**src/rtl/pwm_fade_sequencer_if.sv**
```systemverilog
// Handshake bundle between the board start/stop controls, the PWM generator
// and the fade sequencer: controls and period strobe in, duty and status out.
interface pwm_fade_sequencer_if;
    logic       start;
    logic       stop;
    logic       period_end;
    logic [7:0] duty_cycle;
    logic       busy;
    logic       done;

    modport master (output start, stop, period_end, input duty_cycle, busy, done);
    modport slave  (input start, stop, period_end, output duty_cycle, busy, done);
endinterface

```
**src/rtl/pwm_fade_sequencer.sv**
```systemverilog
// Breathing-profile sequencer for an 8-bit PWM duty input; steps land only on PWM period boundaries.
// Define PWM_FADE_LOOP_EN to repeat the profile until stop; otherwise it runs once.
module pwm_fade_sequencer #(
    parameter int unsigned TICK_DIV   = 270000,
    parameter int unsigned STEP       = 1,
    parameter int unsigned HOLD_TICKS = 50,
    parameter int unsigned DUTY_MAX   = 255
) (
    input  logic                  clk,
    input  logic                  rstn,
    pwm_fade_sequencer_if.slave   bus
);
    localparam int unsigned TW = $clog2(TICK_DIV);
    localparam int unsigned HW = $clog2(HOLD_TICKS + 1);
    localparam logic [TW-1:0] TICK_LAST = TW'(TICK_DIV - 1);
    localparam logic [HW-1:0] HOLD_LAST = HW'(HOLD_TICKS - 1);
    localparam logic [8:0]    STEP9     = 9'(STEP);
    localparam logic [7:0]    DMAX      = 8'(DUTY_MAX);

    typedef enum logic [2:0] {IDLE, RAMP_UP, HOLD_HIGH, RAMP_DOWN, HOLD_LOW} state_t;

    state_t         state, nxt;
    logic [TW-1:0]  tick_cnt;
    logic [HW-1:0]  hold_cnt;
    logic           pending;
    logic           stop_latched;
    logic [7:0]     duty;
    logic           done_r;

    logic           busy_o, is_ramp, is_hold;
    logic           tick, apply, hold_done;
    logic [8:0]     up_sum;
    logic [7:0]     up_val, dn_val;

    // State register
    always_ff @(posedge clk or negedge rstn) begin
        if (!rstn) state <= IDLE;
        else       state <= nxt;
    end

    // Output / state-decode process
    always_comb begin
        busy_o  = (state != IDLE);
        is_ramp = (state == RAMP_UP) || (state == RAMP_DOWN);
        is_hold = (state == HOLD_HIGH) || (state == HOLD_LOW);
    end

    assign tick = busy_o && (tick_cnt == TICK_LAST);
    // A stop in RAMP_UP freezes duty, so it also suppresses a coincident step.
    assign apply = is_ramp && (tick || pending) && bus.period_end
                   && !(bus.stop && (state == RAMP_UP));
    assign hold_done = is_hold && tick && (hold_cnt == HOLD_LAST);

    assign up_sum = {1'b0, duty} + STEP9;
    assign up_val = (up_sum > {1'b0, DMAX}) ? DMAX : up_sum[7:0];
    assign dn_val = ({1'b0, duty} > STEP9) ? (duty - STEP9[7:0]) : 8'd0;

    // Next-state process
    always_comb begin
        nxt = state;
        case (state)
            IDLE:      if (bus.start && !bus.stop) nxt = RAMP_UP;
            RAMP_UP: begin
                if (bus.stop)                      nxt = RAMP_DOWN;
                else if (apply && up_val == DMAX)  nxt = HOLD_HIGH;
            end
            HOLD_HIGH: if (bus.stop || hold_done)  nxt = RAMP_DOWN;
            RAMP_DOWN: begin
                if (apply && dn_val == 8'd0)
                    nxt = (bus.stop || stop_latched) ? IDLE : HOLD_LOW;
            end
            HOLD_LOW: begin
                if (bus.stop)       nxt = IDLE;
`ifdef PWM_FADE_LOOP_EN
                else if (hold_done) nxt = RAMP_UP;
`else
                else if (hold_done) nxt = IDLE;
`endif
            end
            default:                nxt = IDLE;
        endcase
    end

    // Counters, step bookkeeping and duty register
    always_ff @(posedge clk or negedge rstn) begin
        if (!rstn) begin
            tick_cnt     <= '0;
            hold_cnt     <= '0;
            pending      <= 1'b0;
            stop_latched <= 1'b0;
            duty         <= 8'd0;
            done_r       <= 1'b0;
        end else begin
            if (state == IDLE || nxt == IDLE || tick) tick_cnt <= '0;
            else                                     tick_cnt <= tick_cnt + 1'b1;

            if (nxt != state)         hold_cnt <= '0;
            else if (is_hold && tick) hold_cnt <= hold_cnt + 1'b1;

            // Ticks collapse into one outstanding step until a period boundary takes it.
            if (nxt != state || !is_ramp || apply) pending <= 1'b0;
            else if (tick)                         pending <= 1'b1;

            if (nxt == IDLE)          stop_latched <= 1'b0;
            else if (busy_o && bus.stop) stop_latched <= 1'b1;

            if (busy_o && nxt == IDLE) duty <= 8'd0;
            else if (apply)            duty <= (state == RAMP_UP) ? up_val : dn_val;

            done_r <= busy_o && (nxt == IDLE);
        end
    end

    assign bus.duty_cycle = duty;
    assign bus.busy       = busy_o;
    assign bus.done       = done_r;
endmodule

```
**src/flat_wrapper.sv**
```systemverilog
// flat-port wrapper written by rule: the top's interface ports become plain ports
module pwm_fade_sequencer_flat 
#(
    parameter int unsigned TICK_DIV   = 270000,
    parameter int unsigned STEP       = 1,
    parameter int unsigned HOLD_TICKS = 50,
    parameter int unsigned DUTY_MAX   = 255
)
  (clk, rstn, bus_start, bus_stop, bus_period_end, bus_duty_cycle, bus_busy, bus_done);
  pwm_fade_sequencer_if bus_i ();
  input  logic clk;
  input  logic rstn;
  input wire logic [$bits(bus_i.start)-1:0] bus_start;
  input wire logic [$bits(bus_i.stop)-1:0] bus_stop;
  input wire logic [$bits(bus_i.period_end)-1:0] bus_period_end;
  output wire logic [$bits(bus_i.duty_cycle)-1:0] bus_duty_cycle;
  output wire logic [$bits(bus_i.busy)-1:0] bus_busy;
  output wire logic [$bits(bus_i.done)-1:0] bus_done;
  assign bus_i.start = bus_start;
  assign bus_i.stop = bus_stop;
  assign bus_i.period_end = bus_period_end;
  assign bus_duty_cycle = bus_i.duty_cycle;
  assign bus_busy = bus_i.busy;
  assign bus_done = bus_i.done;
  pwm_fade_sequencer #(.TICK_DIV(TICK_DIV), .STEP(STEP), .HOLD_TICKS(HOLD_TICKS), .DUTY_MAX(DUTY_MAX)) u_core (.clk(clk), .rstn(rstn), .bus(bus_i));
endmodule
```
**config.mk**
```make
export PLATFORM = sky130hd
export DESIGN_NAME = pwm_fade_sequencer_flat
export DESIGN_NICKNAME = d
export VERILOG_FILES = /design/src/rtl/pwm_fade_sequencer_if.sv /design/src/rtl/pwm_fade_sequencer.sv /design/src/flat_wrapper.sv
export SDC_FILE = /design/constraint.sdc
export NUM_CORES = 1
export LEC_CHECK = 0
export CORE_MARGIN = 1.5
export CORE_UTILIZATION = 35
export DETAILED_ROUTE_END_ITERATION = 8
export SYNTH_ARGS = -nofsm -noshare
export SYNTH_HDL_FRONTEND = slang
export SYNTH_SLANG_ARGS = --single-unit
```
**constraint.sdc**
```tcl
create_clock -name clk -period 3.4 [get_ports clk]
set_clock_uncertainty 0.1 [all_clocks]
set_input_delay 0.68 -clock clk [delete_from_list [all_inputs] [get_ports clk]]
set_output_delay 0.68 -clock clk [all_outputs]
set_load 0.005 [all_outputs]
```
==> reports/results.ini <==
[power]
p_seq_share_pct=58.0
p_sw_share_pct=23.2
irDropWorstVdd_mv=0.205
powerDensity_nw_per_um2=252
netSwitchingPower_w=0.000187
p_int_w=0.000619
p_clk_share_pct=35.6
leakage_nw=1.23
comb_power_share_pct=6.4

[die]
core_area_um2=7850
start_util_pct=36.8
fp.dieW_um=93.9
ioPinCount=15
dieArea_um2=8820
die_h_um=93.9
row_count=32

[logic_synthesis]
yosys_warnings=0
synth_flop_cell=dfrtp_1
netlist_instances=323
ys_ff_latch=39
syn_area_um2=2890
synth-edff-count=0
synth-async-reset-ratio_pct=100
avgSynthCellArea_um2=8.95
synthesis.nets=335
ys_types=66
seq_area_frac_synth_pct=33.8

[global_route]
top_usage_layer=met2
grt_overflow_total=0
use_met3_pct=2.18
grt_use_met2_pct=27.2
grt_usage_pct=17.1
antenna_found_initial=0
grt_pass1_wl_um=12000
grt_pass1_vias=2395
grtUsageMet1_pct=23.8
grt_max_degree=40

[run_status]
status=finished, final reports clean

[timing]
drv_slew=0
setup_violations=0
rsz0062_at_grt=false
tns_ns=0
hold_viol=0
relSlewSlack_pct=41.6
worst_pin_slew_ns=0.875
max_freq_mhz=324
min_period_over_period_pct=90.7
fin_crit_ns=3.08

[worst_setup_path]
cp.arrival_ns=3.14
cp_max_fo=30
required_ns=3.46
crit_chain=buf_4 -> ha_1 -> nand3_1 -> a2bb2oi_1 -> a2111oi_4 -> a32oi_1 -> o21ai_0 -> o21a_1 -> buf_12 -> a31oi_1
crit_slowest_cell=dfrtp_1
startpoint_type=register
worst-setup-path-type=reg2reg
cpLargestDelayFamily=compound AO/OA/AOI/OAI gates
endpoint_kind=register
path_buf_inv=2
cpPeakStageDelay_ns=0.45

[clock_tree]
cts_tree=yes
cts_resized=0
postCtsHoldBufs=0
cts_setup_buffers=0
clock_sinks=39
ctsLongestPathBuffers=2
h-tree-depth=2
cts_made_buffers=5
insertion_delay_ns=0.29
root_buffer=clkbuf_8
cts.clk_slew.worst_paths_ns=0.07

[detailed_routing]
wl_per_cell_um=16.2
dr_total_vias=2535
avgViaCountPerCell=5.80
routed_wirelength_um=7080
drc=0
postRouteAntennaNets=0
drt_first_pass_iters=5
drt_iter0_drc=132

[finish]
drive_gt1_share_pct=13.4
utilization_pct=40.8
fill_cells=824
syn_to_final_growth_pct=10.8
nNetsFinal=348
num_antenna_cells=0

[job]
drv_cap=0

[worst_hold_path]
min_path_type=in2async

[placed_design]
numPortBuffers=14
gp_congestion=0.897
hpwlAfterDp_um=5150

registers in the layout, summed over array words and instances (netlist names):
signal,cells
u_core.tick_cnt,19
u_core.stop_latched,1
u_core.bus.done,1
u_core.hold_cnt,6
u_core.pending,1
u_core.bus.duty_cycle,8
u_core.state,3
routing by layer:
layer	share of wire [%]	routed length, um
met2	45	3200
met1	48	3420
met3	4.0	286
met4	2.4	171
met5	0	0
final cells by class:
type,count,area [um^2],share of cell area (%)
clock buffers,6,72.6,2.26
inverters,14,52.6,1.64
multi-input cells,248,1720,53.8
flip-flops and latches,39,976,30.5
well taps,102,128,3.98
repair buffers,28,253,7.89
layout by cell type (no fill, tap or decap), types with 3 or more instances in the layout:
cell type,n
nand4_1,10
nand3_1,21
a21oi_1,19
a31oi_1,12
a2bb2oi_1,3
nor2_1,15
dfrtp_1,39
ha_1,7
nor3_1,20
xor2_1,13
o31a_1,3
nor3_2,3
a211oi_1,13
clkdlybuf4s50_1,13
o21ai_0,8
inv_1,13
buf_4,13
xnor2_1,15
and4_1,4
and3_1,4
nand2_1,24
o22ai_1,3
o21a_1,3
clkbuf_8,5
kinds of logic (layout without fill, tap and decap cells):
family / after synthesis / after routing / share of synthesized area, %
AOI/OAI and AO/OA: 87 / 87 / 22.4
xor gates and xnor gates: 28 / 28 / 8.48
adders and majority gates: 7 / 7 / 3.03
buffers and inverters: 36 / 48 / 6.66
DFF: 39 / 39 / 33.8
muxes: 2 / 2 / 0.779
and+or+nand+nor: 124 / 124 / 24.9
through the flow:
stage                     power, W  instance area [um^2]  worst slack [ns]  hold WS [ns]  instances
final                     0.000807                  3200             0.317         0.408        437
after global routing      0.000845                  3200             0.142         0.491        437
after CTS                 0.000818                  3200             0.332         0.443        437
after detailed placement  0.000529                  3130             0.309         0.460        431
after global placement    0.000529                  3130             0.300         0.416        431
after floorplan           0.000502                  2890             0.326         0.284        323
power by group through the flow:
stage	Clock [W]	Sequential [W]	Combinational [W]
2_1_floorplan	0	0.000476	0.0000260
5_1_grt	0.000320	0.000468	0.0000571
6_report	0.000287	0.000468	0.0000517
3_5_place_dp	0	0.000477	0.0000522
4_1_cts	0.000297	0.000468	0.0000525
3_3_place_gp	0	0.000477	0.0000525
cell usage after synthesis, types with 3 or more instances:
master / instances / share of area [%]
o21a_1: 3 / 0.78
a21oi_1: 19 / 3.3
a211oi_1: 13 / 3.4
a2bb2oi_1: 3 / 0.91
inv_1: 13 / 1.7
xor2_1: 13 / 3.9
nand3_1: 21 / 3.6
nor2_1: 15 / 1.9
nand4_1: 10 / 2.2
nor3_2: 3 / 1.0
xnor2_1: 15 / 4.5
and3_1: 4 / 0.87
nor3_1: 20 / 3.5
clkbuf_1: 8 / 1.0
nand2_1: 24 / 3.1
o22ai_1: 3 / 0.65
buf_6: 4 / 1.6
o31a_1: 3 / 0.91
buf_2: 6 / 1.0
a31oi_1: 12 / 2.6
ha_1: 7 / 3.0
dfrtp_1: 39 / 34
o21ai_0: 8 / 1.4
and4_1: 4 / 1.2
path summary, 6_finish.rpt:
check,from,to,slack (ns),cells past startpoint
max,u_core.bus.duty_cycle[1],u_core.bus.duty_cycle[1],0.32,10
min,rstn,u_core.hold_cnt[1],0.41,1
max reg2reg,u_core.bus.duty_cycle[1],u_core.bus.duty_cycle[1],0.32,10
min reg2reg,u_core.stop_latched,u_core.stop_latched,0.47,2
max in group asynchronous,rstn,u_core.tick_cnt[18],2.24,1
min in group clk,u_core.stop_latched,u_core.stop_latched,0.47,2
Note: power is estimated with default switching activity, not from simulation.
